## config.mk

```make
export PLATFORM = sky130hd
export DESIGN_NAME = sub_8bit_seq_flat
export DESIGN_NICKNAME = d
export VERILOG_FILES = /design/src/rtl/sub_8bit_seq_if.sv /design/src/rtl/sub_8bit_seq.sv /design/src/flat_wrapper.sv
export SDC_FILE = /design/constraint.sdc
export NUM_CORES = 1
export LEC_CHECK = 0
export ABC_AREA = 1
export CORE_UTILIZATION = 45
export DETAILED_ROUTE_END_ITERATION = 8
export PLACE_DENSITY = 0.71
export SLEW_MARGIN = 20
export SYNTH_ARGS = -nofsm -noshare
export SYNTH_HDL_FRONTEND = slang
export SYNTH_SLANG_ARGS = --single-unit
export TNS_END_PERCENT = 30
```

## constraint.sdc

```tcl
create_clock -name clk -period 2.83 [get_ports clk]
set_input_delay 0.4245 -clock clk [delete_from_list [all_inputs] [get_ports clk]]
set_output_delay 0.4245 -clock clk [all_outputs]
set_load 0.01 [all_outputs]
```

## src/rtl/sub_8bit_seq_if.sv

```systemverilog
// Operand/result bundle for sub_8bit_seq.
// With SUB8_OVF_FLAG_EN defined the bundle also carries the signed-overflow flag ovf.
interface sub_8bit_seq_if;
    logic       start;
    logic [7:0] a;
    logic [7:0] b;
    logic       borrow_start;
    logic [7:0] diff;
    logic       borrow;
    logic       busy;
    logic       done;
`ifdef SUB8_OVF_FLAG_EN
    logic       ovf;

    modport master (output start, a, b, borrow_start,
                    input  diff, borrow, busy, done, ovf);
    modport slave  (input  start, a, b, borrow_start,
                    output diff, borrow, busy, done, ovf);
`else
    modport master (output start, a, b, borrow_start,
                    input  diff, borrow, busy, done);
    modport slave  (input  start, a, b, borrow_start,
                    output diff, borrow, busy, done);
`endif
endinterface

```

## src/rtl/sub_8bit_seq.sv

```systemverilog
// 8-bit subtractor evaluated as two 4-bit ripple passes (low nibble, then high nibble).
// Optional feature: define SUB8_OVF_FLAG_EN to add the registered signed-overflow output ovf.
module sub_8bit_seq (
    input  logic          clk,
    input  logic          rst,
    sub_8bit_seq_if.slave bus
);
    typedef enum logic [1:0] {IDLE, LOW, HIGH, DONE} state_t;

    state_t     state_q, state_d;
    logic [7:0] a_q, a_d;
    logic [7:0] b_q, b_d;
    logic       bin_q, bin_d;
    logic [3:0] lo_q, lo_d;
    logic       nib_borrow_q, nib_borrow_d;
    logic [7:0] diff_q, diff_d;
    logic       borrow_q, borrow_d;
    logic       busy_q, busy_d;
    logic       done_q, done_d;
    logic       ovf_q, ovf_d;
    logic [4:0] lo_res, hi_res;

    // Four chained full-subtractor cells; result is {borrow_out, difference}.
    function automatic logic [4:0] sub4(input logic [3:0] x, input logic [3:0] y, input logic bin);
        logic [3:0] d;
        logic       c;
        c = bin;
        for (int i = 0; i < 4; i++) begin
            d[i] = x[i] ^ y[i] ^ c;
            c    = (~x[i] & y[i]) | (~(x[i] ^ y[i]) & c);
        end
        return {c, d};
    endfunction

    always_comb begin
        // NOTE: every variable gets its hold value first so no path through the case infers a latch.
        state_d      = state_q;
        a_d          = a_q;
        b_d          = b_q;
        bin_d        = bin_q;
        lo_d         = lo_q;
        nib_borrow_d = nib_borrow_q;
        diff_d       = diff_q;
        borrow_d     = borrow_q;
        ovf_d        = ovf_q;
        lo_res       = sub4(a_q[3:0], b_q[3:0], bin_q);
        hi_res       = sub4(a_q[7:4], b_q[7:4], nib_borrow_q);

        case (state_q)
            IDLE, DONE: begin
                state_d = IDLE;
                if (bus.start) begin
                    a_d     = bus.a;
                    b_d     = bus.b;
                    bin_d   = bus.borrow_start;
                    state_d = LOW;
                end
            end
            LOW: begin
                lo_d         = lo_res[3:0];
                nib_borrow_d = lo_res[4];
                state_d      = HIGH;
            end
            HIGH: begin
                // diff, borrow and ovf are loaded together so no half-updated result is ever visible.
                diff_d   = {hi_res[3:0], lo_q};
                borrow_d = hi_res[4];
                ovf_d    = (a_q[7] != b_q[7]) && (hi_res[3] != a_q[7]);
                state_d  = DONE;
            end
            default: state_d = IDLE;
        endcase

        busy_d = (state_d == LOW) || (state_d == HIGH);
        done_d = (state_d == DONE);
    end

    always_ff @(posedge clk) begin
        // NOTE: operand and nibble registers are cleared on reset too, so nothing from an aborted run leaks out.
        if (rst) begin
            state_q      <= IDLE;
            a_q          <= '0;
            b_q          <= '0;
            bin_q        <= 1'b0;
            lo_q         <= '0;
            nib_borrow_q <= 1'b0;
            diff_q       <= '0;
            borrow_q     <= 1'b0;
            busy_q       <= 1'b0;
            done_q       <= 1'b0;
            ovf_q        <= 1'b0;
        end else begin
            // NOTE: non-blocking assignments keep every flop sampling pre-edge values.
            state_q      <= state_d;
            a_q          <= a_d;
            b_q          <= b_d;
            bin_q        <= bin_d;
            lo_q         <= lo_d;
            nib_borrow_q <= nib_borrow_d;
            diff_q       <= diff_d;
            borrow_q     <= borrow_d;
            busy_q       <= busy_d;
            done_q       <= done_d;
            ovf_q        <= ovf_d;
        end
    end

    assign bus.diff   = diff_q;
    assign bus.borrow = borrow_q;
    assign bus.busy   = busy_q;
    assign bus.done   = done_q;
`ifdef SUB8_OVF_FLAG_EN
    assign bus.ovf    = ovf_q;
`else
    logic unused_ovf;
    assign unused_ovf = ovf_q;
`endif
endmodule

```

## src/flat_wrapper.sv

```systemverilog
// flat-port wrapper written by rule: the top's interface ports become plain ports
module sub_8bit_seq_flat 
  (clk, rst, bus_start, bus_a, bus_b, bus_borrow_start, bus_diff, bus_borrow, bus_busy, bus_done);
  sub_8bit_seq_if bus_i ();
  input  logic clk;
  input  logic rst;
  input wire logic [$bits(bus_i.start)-1:0] bus_start;
  input wire logic [$bits(bus_i.a)-1:0] bus_a;
  input wire logic [$bits(bus_i.b)-1:0] bus_b;
  input wire logic [$bits(bus_i.borrow_start)-1:0] bus_borrow_start;
  output wire logic [$bits(bus_i.diff)-1:0] bus_diff;
  output wire logic [$bits(bus_i.borrow)-1:0] bus_borrow;
  output wire logic [$bits(bus_i.busy)-1:0] bus_busy;
  output wire logic [$bits(bus_i.done)-1:0] bus_done;
  assign bus_i.start = bus_start;
  assign bus_i.a = bus_a;
  assign bus_i.b = bus_b;
  assign bus_i.borrow_start = bus_borrow_start;
  assign bus_diff = bus_i.diff;
  assign bus_borrow = bus_i.borrow;
  assign bus_busy = bus_i.busy;
  assign bus_done = bus_i.done;
  sub_8bit_seq u_core (.clk(clk), .rst(rst), .bus(bus_i));
endmodule
```

==> flow_summary.toml <==
[synthesis]
syn_nets = 232
ys_seq_elements = 35
synthTopCellsByArea = "dfxtp_1 45%, nor2_1 15%, nand2_1 11%, fa_1 10%, inv_1 6.8%"
yosysWarnings = 0
synth_area_leader_cell = "dfxtp_1"
avgSynthCellArea_sq_um = 7.662
yosysSeqAreaShare = 0.4527
synth_area_sq_mm = 0.001548
syn-instance-count = 202
synth_top_cell_area_share = 0.4527
synth.distinct_cells = 15

[drt]
dr.pass1.iters = 4
ant_nets = 0
routed_wl_um = 2387
drc = 0
wl_per_cell_um = 8.617
drt_iter0_drc = 42
num_vias = 1163
via_per_inst = 4.199

[worst_setup_path]
cp_max_fo = 2
worstPathRequired_ns = 3.06
startpoint_type = "flip-flop"
path_class = "reg -> reg"
endpoint_kind = "flip-flop"
crit_arrival_ns = 2.31

[sta]
maxSlewViolCount = 0
hold_viol = 0
timing.hold.ws_ns = 0.4752
fin_crit_sh = 0.7355
slew_headroom = 0.6902
tightest_slew_ns = 0.4640
setup_viol = 0
fin_skew_ns = 0.005718
period_minus_slack_ns = 2.081
grt_setup_unrepaired = "no"
max_freq_mhz = 480.4
tns_ns = 0

[clock_tree]
clk_path_buf_depth = 2
h-tree-depth = 2
cts_resized = 0
post_cts_buffers = 0
cts_tree = "yes"
clockRootBuffer = "clkbuf_4"
cts_hold_buf = 0
worstSkewPairLatency_ns = 0.33
clk_pin_slew_ns = 0.10
cts_made_buffers = 5
cts.sinks = 35

[floorplan]
rows = 20
dieArea_sq_mm = 0.003678
coreArea_sq_mm = 0.003153
io_pins = 31
start_util = 0.4909
die_w_um = 60.65
die_y_um = 60.65

[global_route]
antenna_found_initial = 0
grt_max_degree = 37
gr-usage-all-layers = 0.1545
grt_overflow = 0
grt_pass1_vias = 966
grt_first_pass_wirelength_um = 4133

[placement]
dp_hpwl_um = 1628
gp_congestion = 0.7732
port_buffers = 30

[cells_and_area]
drive_above_1_share = 0.04721
nNetsFinal = 262
final_cell_mix = "61 x nor2_1, 46 x nand2_1, 35 x dfxtp_1"
layout_commonest_cell = "nor2_1"
diodes = 0
syn2layout_area_growth_pct = 21.58
n_fill_cell = 318

[run]
cap_viol_max_count = 0

[pwr]
p_leak_nw = 0.9043
irDropWorstVdd_uv = 340.0
p_total_mw = 1.193
p_per_area_mw_per_mm2 = 634.1

[status]
status = "finished clean"

[worst_hold_path]
hold_path_class = "reg -> reg"
## worst max-delay path, stage by stage, from the launching register on
cell     delay (ns)
dfxtp_1        0.31
inv_1          0.09
fa_1           0.17
inv_1          0.04
fa_1           0.37
fa_1           0.36
inv_1          0.07
fa_1           0.41
nor2_1         0.11
nor2_1         0.05
## sequential cells by signal, summed over array words and instances, names as in the netlist
name and count:
u_core.bus.done 1, u_core.b_q 8, u_core.state_q 2, u_core.bus.diff 8
u_core.a_q 8, u_core.bin_q 1, u_core.nib_borrow_q 1, u_core.bus.busy 1
u_core.lo_q 4, u_core.bus.borrow 1
## final timing paths
path | startpoint | endpoint | slack (ns) | cells past startpoint
max reg2reg | u_core.nib_borrow_q$_SDFFE_PP0N_ | u_core.bus.diff[7]$_SDFFE_PP0P_ | 0.75 | 9
min | u_core.bus.borrow$_SDFFE_PP0P_ | u_core.bus.borrow$_SDFFE_PP0P_ | 0.48 | 2
max | u_core.nib_borrow_q$_SDFFE_PP0N_ | u_core.bus.diff[7]$_SDFFE_PP0P_ | 0.75 | 9
min reg2reg | u_core.bus.borrow$_SDFFE_PP0P_ | u_core.bus.borrow$_SDFFE_PP0P_ | 0.48 | 2
## kinds of logic (layout without fill, tap and decap cells)
kind of cell	after synthesis	in the layout	synth area share
AOI/OAI and AO/OA	12	12	0.03880
adders and majority gates	10	10	0.1196
buffers and inverters	36	67	0.1180
DFF	35	35	0.4527
and+or+nand+nor	109	109	0.2708
## area by class of cell
type / instances / area, sq um / share of cell area
repair buffers: 30 / 300.3 / 0.1596
flip-flops and latches: 35 / 700.7 / 0.3723
well taps: 44 / 55.05 / 0.02926
multi-input cells: 131 / 664.4 / 0.3531
inverters: 29 / 108.9 / 0.05785
clock buffers: 5 / 37.54 / 0.01995
clock inverters: 3 / 15.01 / 0.007979
## power breakdown
| part | switching [mW] | total (mW) | internal, mW |
|---|---|---|---|
| clock network | 0.162 | 0.254 | 0.0925 |
| logic | 0.186 | 0.342 | 0.155 |
| registers | 0.0329 | 0.597 | 0.564 |
## metal layers
layer | part of all wire | GRT usage | routed length (um)
met3 | 0.047 | 0.04478 | 113
met4 | 0.020 | 0.07792 | 47
met5 | 0 | 0 | 0
met1 | 0.55 | 0.2194 | 1323
met2 | 0.38 | 0.2135 | 902
## metrics by stage
stage | setup slack (ns) | util | std cells | area, sq um
global placement | 0.7813 | 0.5802 | 269 | 1829
floorplan | 0.8255 | - | 202 | 1548
global route | 0.5805 | 0.5968 | 277 | 1882
finish | 0.7485 | 0.5968 | 277 | 1882
CTS | 0.7399 | 0.5968 | 277 | 1882
detailed placement | 0.7464 | 0.5802 | 269 | 1829
## synth_stat cells (all sizes together)
| master | instances |
|---|---|
| a21oi | 2 |
| buf | 4 |
| clkbuf | 3 |
| dfxtp | 35 |
| fa | 8 |
| ha | 2 |
| inv | 29 |
| nand2 | 48 |
| nor2 | 61 |
| o21ai | 10 |
Note: power is estimated with default switching activity, not from simulation.
